<file path="config.mk">
export PLATFORM = sky130hd
export DESIGN_NAME = mem_access_unit
export DESIGN_NICKNAME = d
export VERILOG_FILES = /design/src/rtl/mem_access_unit.sv
export SDC_FILE = /design/constraint.sdc
export NUM_CORES = 1
export LEC_CHECK = 0
export ABC_AREA = 1
export BUFFER_PORTS_ARGS = -buffer_cell sky130_fd_sc_hd__buf_2
export CAP_MARGIN = 25
export CORE_ASPECT_RATIO = 0.8
export CORE_UTILIZATION = 35
export CTS_CLUSTER_DIAMETER = 100
export DETAILED_ROUTE_END_ITERATION = 7
export HOLD_SLACK_MARGIN = 0.08
export PLACE_DENSITY = 0.62
export RECOVER_POWER = 100
export SYNTH_ARGS = -nofsm -noshare
export SYNTH_HDL_FRONTEND = slang
export SYNTH_SLANG_ARGS = --single-unit
</file>
<file path="constraint.sdc">
create_clock -name clk -period 3.7 [get_ports clk]
set_input_delay 0.37 -clock clk [delete_from_list [all_inputs] [get_ports clk]]
set_output_delay 0.37 -clock clk [all_outputs]
set_load 0.02 [all_outputs]
</file>
<file path="src/rtl/mem_access_unit.sv">
`default_nettype none
// +----------------------------------------------------------------------------+
// | Module   : mem_access_unit                                                 |
// | Purpose  : MEM-stage load/store unit. Issues one RAM access per memory op  |
// |            over a req/ready handshake, stalls the pipeline while it is     |
// |            outstanding, and feeds MEM/WB with either the ALU result or     |
// |            aligned, sign/zero-extended load data.                          |
// | Ports    : clk, rst (async, active-low)                                    |
// |            EX/MEM in : opcode_in, funct3_in, rd_addr_in, rd_data_in,       |
// |                        rs2_data_in, ram_addr_in                            |
// |            RAM       : mem_req, mem_we, mem_addr, mem_wdata, mem_wstrb,    |
// |                        mem_rdata, mem_ready                                |
// |            MEM/WB    : opcode_out, rd_addr_out, rd_data_out                |
// |            Status    : stall_req, misalign_err, bus_err                    |
// | Revision : 1.0 - initial release                                           |
// +----------------------------------------------------------------------------+
module mem_access_unit #(
  parameter int TIMEOUT = 16,
  parameter int CNT_W   = 5
) (
  input  logic        clk,
  input  logic        rst,
  input  logic [6:0]  opcode_in,
  input  logic [2:0]  funct3_in,
  input  logic [4:0]  rd_addr_in,
  input  logic [31:0] rd_data_in,
  input  logic [31:0] rs2_data_in,
  input  logic [31:0] ram_addr_in,
  output logic        mem_req,
  output logic        mem_we,
  output logic [31:0] mem_addr,
  output logic [31:0] mem_wdata,
  output logic [3:0]  mem_wstrb,
  input  logic [31:0] mem_rdata,
  input  logic        mem_ready,
  output logic [6:0]  opcode_out,
  output logic [4:0]  rd_addr_out,
  output logic [31:0] rd_data_out,
  output logic        stall_req,
  output logic        misalign_err,
  output logic        bus_err
);

  localparam logic [6:0]       C_OP_LOAD  = 7'b0000011;
  localparam logic [6:0]       C_OP_STORE = 7'b0100011;
  localparam logic [CNT_W-1:0] C_TIMEOUT  = CNT_W'(TIMEOUT);

  typedef enum logic [1:0] {
    ST_IDLE = 2'd0,
    ST_BUSY = 2'd1,
    ST_DONE = 2'd2
  } state_t;

  state_t           state_q, state_d;
  logic [CNT_W-1:0] cnt_q, cnt_d;
  logic             mem_req_q, mem_req_d;
  logic             mem_we_q, mem_we_d;
  logic [31:0]      mem_addr_q, mem_addr_d;
  logic [31:0]      mem_wdata_q, mem_wdata_d;
  logic [3:0]       mem_wstrb_q, mem_wstrb_d;
  logic [31:0]      load_data_q, load_data_d;
  logic [2:0]       funct3_q, funct3_d;
  logic [1:0]       off_q, off_d;
  logic             misalign_err_q, misalign_err_d;
  logic             bus_err_q, bus_err_d;

  // ---------------------------------------------------------------------------
  // Decode of the op currently presented by EX/MEM
  // ---------------------------------------------------------------------------
  logic        w_is_load, w_is_store, w_legal, w_misaligned, w_access_ok, w_access_bad;
  logic [31:0] w_wdata;
  logic [3:0]  w_wstrb;
  logic [CNT_W-1:0] w_cnt_inc;

  assign w_is_load  = (opcode_in == C_OP_LOAD);
  assign w_is_store = (opcode_in == C_OP_STORE);

  always_comb begin
    w_legal = 1'b0;
    if (w_is_load) begin
      case (funct3_in)
        3'b000, 3'b001, 3'b010, 3'b100, 3'b101: w_legal = 1'b1;
        default:                                w_legal = 1'b0;
      endcase
    end else if (w_is_store) begin
      w_legal = (funct3_in[2] == 1'b0) && (funct3_in[1:0] != 2'b11);
    end
  end

  // funct3[1:0] encodes the access size for both loads and stores.
  assign w_misaligned = ((funct3_in[1:0] == 2'b01) && ram_addr_in[0]) ||
                        ((funct3_in[1:0] == 2'b10) && (ram_addr_in[1:0] != 2'b00));
  assign w_access_ok  = (w_is_load || w_is_store) && w_legal && !w_misaligned;
  assign w_access_bad = (w_is_load || w_is_store) && !(w_legal && !w_misaligned);
  assign w_cnt_inc    = cnt_q + 1'b1;

  // Store lane replication and byte enables.
  always_comb begin
    w_wdata = rs2_data_in;
    w_wstrb = 4'b1111;
    case (funct3_in[1:0])
      2'b00: begin
        w_wdata = {4{rs2_data_in[7:0]}};
        w_wstrb = 4'b0001 << ram_addr_in[1:0];
      end
      2'b01: begin
        w_wdata = {2{rs2_data_in[15:0]}};
        w_wstrb = 4'b0011 << {ram_addr_in[1], 1'b0};
      end
      default: begin
        w_wdata = rs2_data_in;
        w_wstrb = 4'b1111;
      end
    endcase
  end

  // Load lane extraction uses the funct3/offset captured at issue time.
  logic [7:0]  w_lane_byte;
  logic [15:0] w_lane_half;
  logic [31:0] w_load_ext;

  always_comb begin
    w_lane_byte = mem_rdata[{off_q, 3'b000} +: 8];
    w_lane_half = mem_rdata[{off_q[1], 4'b0000} +: 16];
    case (funct3_q)
      3'b000:  w_load_ext = {{24{w_lane_byte[7]}}, w_lane_byte};
      3'b001:  w_load_ext = {{16{w_lane_half[15]}}, w_lane_half};
      3'b100:  w_load_ext = {24'd0, w_lane_byte};
      3'b101:  w_load_ext = {16'd0, w_lane_half};
      default: w_load_ext = mem_rdata;
    endcase
  end

  // ---------------------------------------------------------------------------
  // Next-state and output logic
  // ---------------------------------------------------------------------------
  always_comb begin
    state_d        = state_q;
    cnt_d          = cnt_q;
    mem_req_d      = mem_req_q;
    mem_we_d       = mem_we_q;
    mem_addr_d     = mem_addr_q;
    mem_wdata_d    = mem_wdata_q;
    mem_wstrb_d    = mem_wstrb_q;
    load_data_d    = load_data_q;
    funct3_d       = funct3_q;
    off_d          = off_q;
    misalign_err_d = 1'b0;
    bus_err_d      = 1'b0;
    stall_req      = 1'b0;
    opcode_out     = opcode_in;
    rd_addr_out    = w_is_store ? 5'd0 : rd_addr_in;
    rd_data_out    = rd_data_in;

    case (state_q)
      ST_IDLE: begin
        cnt_d = '0;
        if (w_access_ok) begin
          stall_req   = 1'b1;
          // Bubble to MEM/WB while the access is outstanding.
          rd_addr_out = 5'd0;
          mem_req_d   = 1'b1;
          mem_we_d    = w_is_store;
          mem_addr_d  = {ram_addr_in[31:2], 2'b00};
          mem_wdata_d = w_is_store ? w_wdata : 32'd0;
          mem_wstrb_d = w_is_store ? w_wstrb : 4'b0000;
          funct3_d    = funct3_in;
          off_d       = ram_addr_in[1:0];
          state_d     = ST_BUSY;
        end else if (w_access_bad) begin
          rd_addr_out    = 5'd0;
          misalign_err_d = 1'b1;
        end
      end

      ST_BUSY: begin
        stall_req   = 1'b1;
        rd_addr_out = 5'd0;
        cnt_d       = w_cnt_inc;
        if (mem_ready) begin
          load_data_d = w_load_ext;
          mem_req_d   = 1'b0;
          cnt_d       = '0;
          state_d     = ST_DONE;
        end else if (w_cnt_inc == C_TIMEOUT) begin
          load_data_d = 32'd0;
          mem_req_d   = 1'b0;
          bus_err_d   = 1'b1;
          cnt_d       = '0;
          state_d     = ST_DONE;
        end
      end

      ST_DONE: begin
        // The held op is still on the inputs; leaving for IDLE here and
        // not re-decoding prevents it from issuing a second access.
        state_d = ST_IDLE;
        if (mem_we_q) begin
          rd_addr_out = 5'd0;
        end else begin
          rd_addr_out = rd_addr_in;
          rd_data_out = load_data_q;
        end
      end

      default: begin
        state_d   = ST_IDLE;
        mem_req_d = 1'b0;
      end
    endcase
  end

  always_ff @(posedge clk or negedge rst) begin
    if (!rst) begin
      state_q        <= ST_IDLE;
      cnt_q          <= '0;
      mem_req_q      <= 1'b0;
      mem_we_q       <= 1'b0;
      mem_addr_q     <= 32'd0;
      mem_wdata_q    <= 32'd0;
      mem_wstrb_q    <= 4'b0000;
      load_data_q    <= 32'd0;
      funct3_q       <= 3'd0;
      off_q          <= 2'd0;
      misalign_err_q <= 1'b0;
      bus_err_q      <= 1'b0;
    end else begin
      state_q        <= state_d;
      cnt_q          <= cnt_d;
      mem_req_q      <= mem_req_d;
      mem_we_q       <= mem_we_d;
      mem_addr_q     <= mem_addr_d;
      mem_wdata_q    <= mem_wdata_d;
      mem_wstrb_q    <= mem_wstrb_d;
      load_data_q    <= load_data_d;
      funct3_q       <= funct3_d;
      off_q          <= off_d;
      misalign_err_q <= misalign_err_d;
      bus_err_q      <= bus_err_d;
    end
  end

  assign mem_req      = mem_req_q;
  assign mem_we       = mem_we_q;
  assign mem_addr     = mem_addr_q;
  assign mem_wdata    = mem_wdata_q;
  assign mem_wstrb    = mem_wstrb_q;
  assign misalign_err = misalign_err_q;
  assign bus_err      = bus_err_q;

endmodule
`default_nettype wire

</file>
==> parameters.txt <==
Parameter                              Value

Place
  HPWL Detailed    13800 um
  Placed cell count    1310
  Port bufs    260
  Final weighted congestion of routability-driven global placement    0.847
  Worst Setup Slack post-DPL    1240 ps

Synth
  Most used flip-flop cell after synthesis    dfrtp_1
  Synthesis-stage register bit count    114
  Share of synthesized area occupied by flip-flops and latches    46.8%
  Post-synth EDFFs    0
  Warning count from the yosys run    0
  Instance count of the mapped netlist    871
  Count of cell types in the netlist    32
  Portion of synthesized cell area occupied by the leading cell type    46.8%
  Post-Synthesis Cell Area    0.00609 sq mm
  Leading area contributor after synthesis    dfrtp_1
  Mean post-synth cell area    6.99 sq um
  Post-synth ARST share    100%
  Leading cell types by total area after synthesis    dfrtp_1, nand2_1, o21ai_0, nor2_1, inv_1

STA
  Clock Skews    10.9 ps
  Unrepaired setup endpoints after global routing    false
  Worst-case setup margin in the final layout    1040 ps
  Worst slew pin tran    1580 ps
  Worst slew slack as a fraction of its limit    -5.01%
  Final worst path period need    2660 ps
  Hold Vio Cnt, Final    0
  Total negative setup slack    0 ps
  Share of the cycle needed by the critical path after routing    71.9%
  Final count of negative-setup-slack endpoints    0
  Count of pins over their slew limit    61
  Maximum clock frequency    376 MHz

Layout
  Nets    1257
  Share of cells above drive strength 1    17.5%
  Synth-to-layout area growth    29.6%
  Number of cells in the finished layout apart from fillers    1343
  FF+latch area    0.00285 sq mm
  Final antenna diode count    0
  Layout fillers    1790
  Area used by multi-input combinational logic    0.00268 sq mm

Global routing
  Total global routing track utilization    22.1%
  Number of antenna violations at the first check in global routing    0
  Wire length of the first global-routing pass    30900 um
  Met2 layer usage reported by global route    34.5%
  Total congestion overflow    0
  GRT busiest layer    met2
  Maximum number of pins on one net before global-route repair    61
  Vias in the first global route    6099
  Met1 routing resource usage after global routing    29.8%
  Global routing met3 resource utilization    5.82%

Setup path
  Worst setup SP type    flip-flop
  Top Family by Delay on Critical Path    simple AND/OR/NAND/NOR gates
  Library cell appearing most often on the critical path    nand2_1
  Worst Path Buf+Inv    0
  Max FO, Critical Path    33
  Type of the worst setup path    reg -> reg
  Highest-delay cell along the critical path    nor2_2
  Worst path arrival time    3010 ps
  CP max stage delay    1110 ps
  CP cell instances    nor2_1 > nand3_4 > nor2_2 > nand2_1 > nand2_1
  Endpoint kind of the worst setup timing path    flip-flop
  Critical path data required time    4050 ps

Power and ir drop
  Part of the power in combinational logic    14.2%
  Proportion of power drawn by flip-flops and latches    39.5%
  Clock Power Share    46.3%
  Ratio of total power to cell area    430 mW/mm^2
  Total internal power    2.40 mW
  Pleak    4.32 nW
  Total chip power    3.39 mW
  Net switching component of the power    0.993 mW
  Net switching share of the total power    29.3%
  Largest voltage drop on the vdd net    334 uV

Floorplan
  Core Rows    42
  Core region area    0.0168 sq mm
  Die height    120 um
  Starting density of the core    36.3%
  Number of primary I/O pins    263
  DIE AREA    0.0179 sq mm
  Width of the die    149 um

Drt
  Post-detailed-routing wire length    19100 um
  Final routed wire length divided by cell count    14.2 um
  Iteration-0 DRC count of the detailed router    385
  Initial DRT Pass Iterations    5
  Number of design rule violations left after detail routing    0
  Post-route ant nets    0
  Total via count in the routed design    6254
  Number of vias per cell    4.66

Clock tree
  CTS Root Cell    clkbuf_16
  Total of cells resized after clock tree synthesis    0
  Buffers inserted by post-CTS timing repair    0
  Total clock buffers created by CTS    17
  Clock edge transition at the registers on the reported setup and hold paths    60 ps
  Clk sinks    114
  Maximum count of clock buffers along a single path    2
  CTS tree    done
  Worst-Skew Late Latency    410 ps
  Maximum level of the CTS H-tree    4

Status
  Status    finished, violations left
  Violations in the final reports    capacitance limit, slew limit

Min path
  Hold Path Class    in -> reg

Job
  Max-Cap Viols    1
-- metal layers --
metal	wire length, um	part of all wire [%]
met1	8780	46
met2	8560	45
met3	1500	7.8
met4	278	1.5
met5	0	0
-- worst register-to-register path, stage by stage (launching register included) --
cell and delay, ps:
dfrtp_1 460, nor2_1 390, nand3_4 370, nor2_2 1120
nand2_1 160, nand2_1 110
-- stage by stage --
step	hold WS, ps	utilization, %	cell area (sq um)
global placement	459	44.5	7460
floorplan	74.4	-	6090
CTS	137	48.1	8060
global route	144	47.1	7890
finish	150	47.1	7890
detailed placement	460	44.6	7480
-- final cells by class --
| cell class | instances | area share [%] |
|---|---|---|
| Clock buffer | 19 | 5.48 |
| Clock inverter | 13 | 1.65 |
| Inverter | 73 | 3.47 |
| Multi-Input combinational cell | 635 | 34.0 |
| Sequential cell | 114 | 36.1 |
| Tap cell | 220 | 3.49 |
| Timing Repair Buffer | 269 | 15.8 |
-- cells in the mapped netlist, types with 2 or more instances --
cell type  number
nor2_4          2
o21ai_0        75
nand3_2         2
nand4_1         4
o21ai_1         7
or2_2           2
a21oi_1        26
dfrtp_1       114
nor2_1         70
o221a_2         2
buf_4          14
a211oi_1        4
a21oi_2         2
inv_2           3
o21a_1          4
o22ai_1         3
nand2_1       405
inv_1          69
clkbuf_1       21
buf_2          11
nand3_1        18
buf_6           3
-- layout by cell type (no fill, tap or decap), drive strengths merged --
master and n:
a211oi 4, a21oi 28, a22o 1, buf 152
bufinv 1, clkbuf 135, clkinv 6, clkinvlp 4
conb 2, dfrtp 114, dlygate4sd3 1, ha 1
inv 75, nand2 405, nand3 21, nand3b 1
nand4 4, nor2 72, nor3 1, o211ai 1
o21a 4, o21ai 82, o221a 2, o22ai 3
o31ai 1, or2 2
-- power groups by stage --
stage,clock network (mW),logic [mW],registers [mW]
after floorplan,0,0.257,1.38
after global placement,0,0.496,1.36
after detailed placement,0,0.501,1.36
after CTS,1.60,0.502,1.34
after global routing,1.66,0.544,1.35
final,1.57,0.481,1.34
-- flip-flops by register name (all words and copies together) (netlist names) --
name,flops
cnt_q,5
mem_req,1
mem_wdata,32
off_q,2
mem_addr,30
funct3_q,3
state_q,2
load_data_q,32
bus_err,1
mem_we,1
mem_wstrb,4
misalign_err,1
-- kinds of logic after synthesis --
group,count (synthesis),synth area share (%)
compound gates,126,11.2
fa+ha+maj,1,0.205
buf+inv,123,9.04
flops,114,46.8
other cells,1,0.0616
simple gates,506,32.6
-- path summary, 6_finish.rpt --
check,to,slack [ps],cells after the start,from
hold reg to reg,mem_wstrb[1],480,2,mem_wstrb[1]
max in group asynchronous,mem_we,1330,3,rst
min in group asynchronous,mem_wdata[31],880,2,rst
setup / recovery,mem_wdata[11],1040,5,state_q[0]
setup reg to reg,mem_wdata[11],1040,5,state_q[0]
hold / removal,mem_addr[6],150,3,ram_addr_in[6]
-- what timing repair did --
action | 4_1_cts | 5_1_grt
setup endpoints to repair | 0 | 0
hold buffers | 1 | 0
endpoints found under the hold margin | 7 | 0
(Power assumes the default switching activity.)
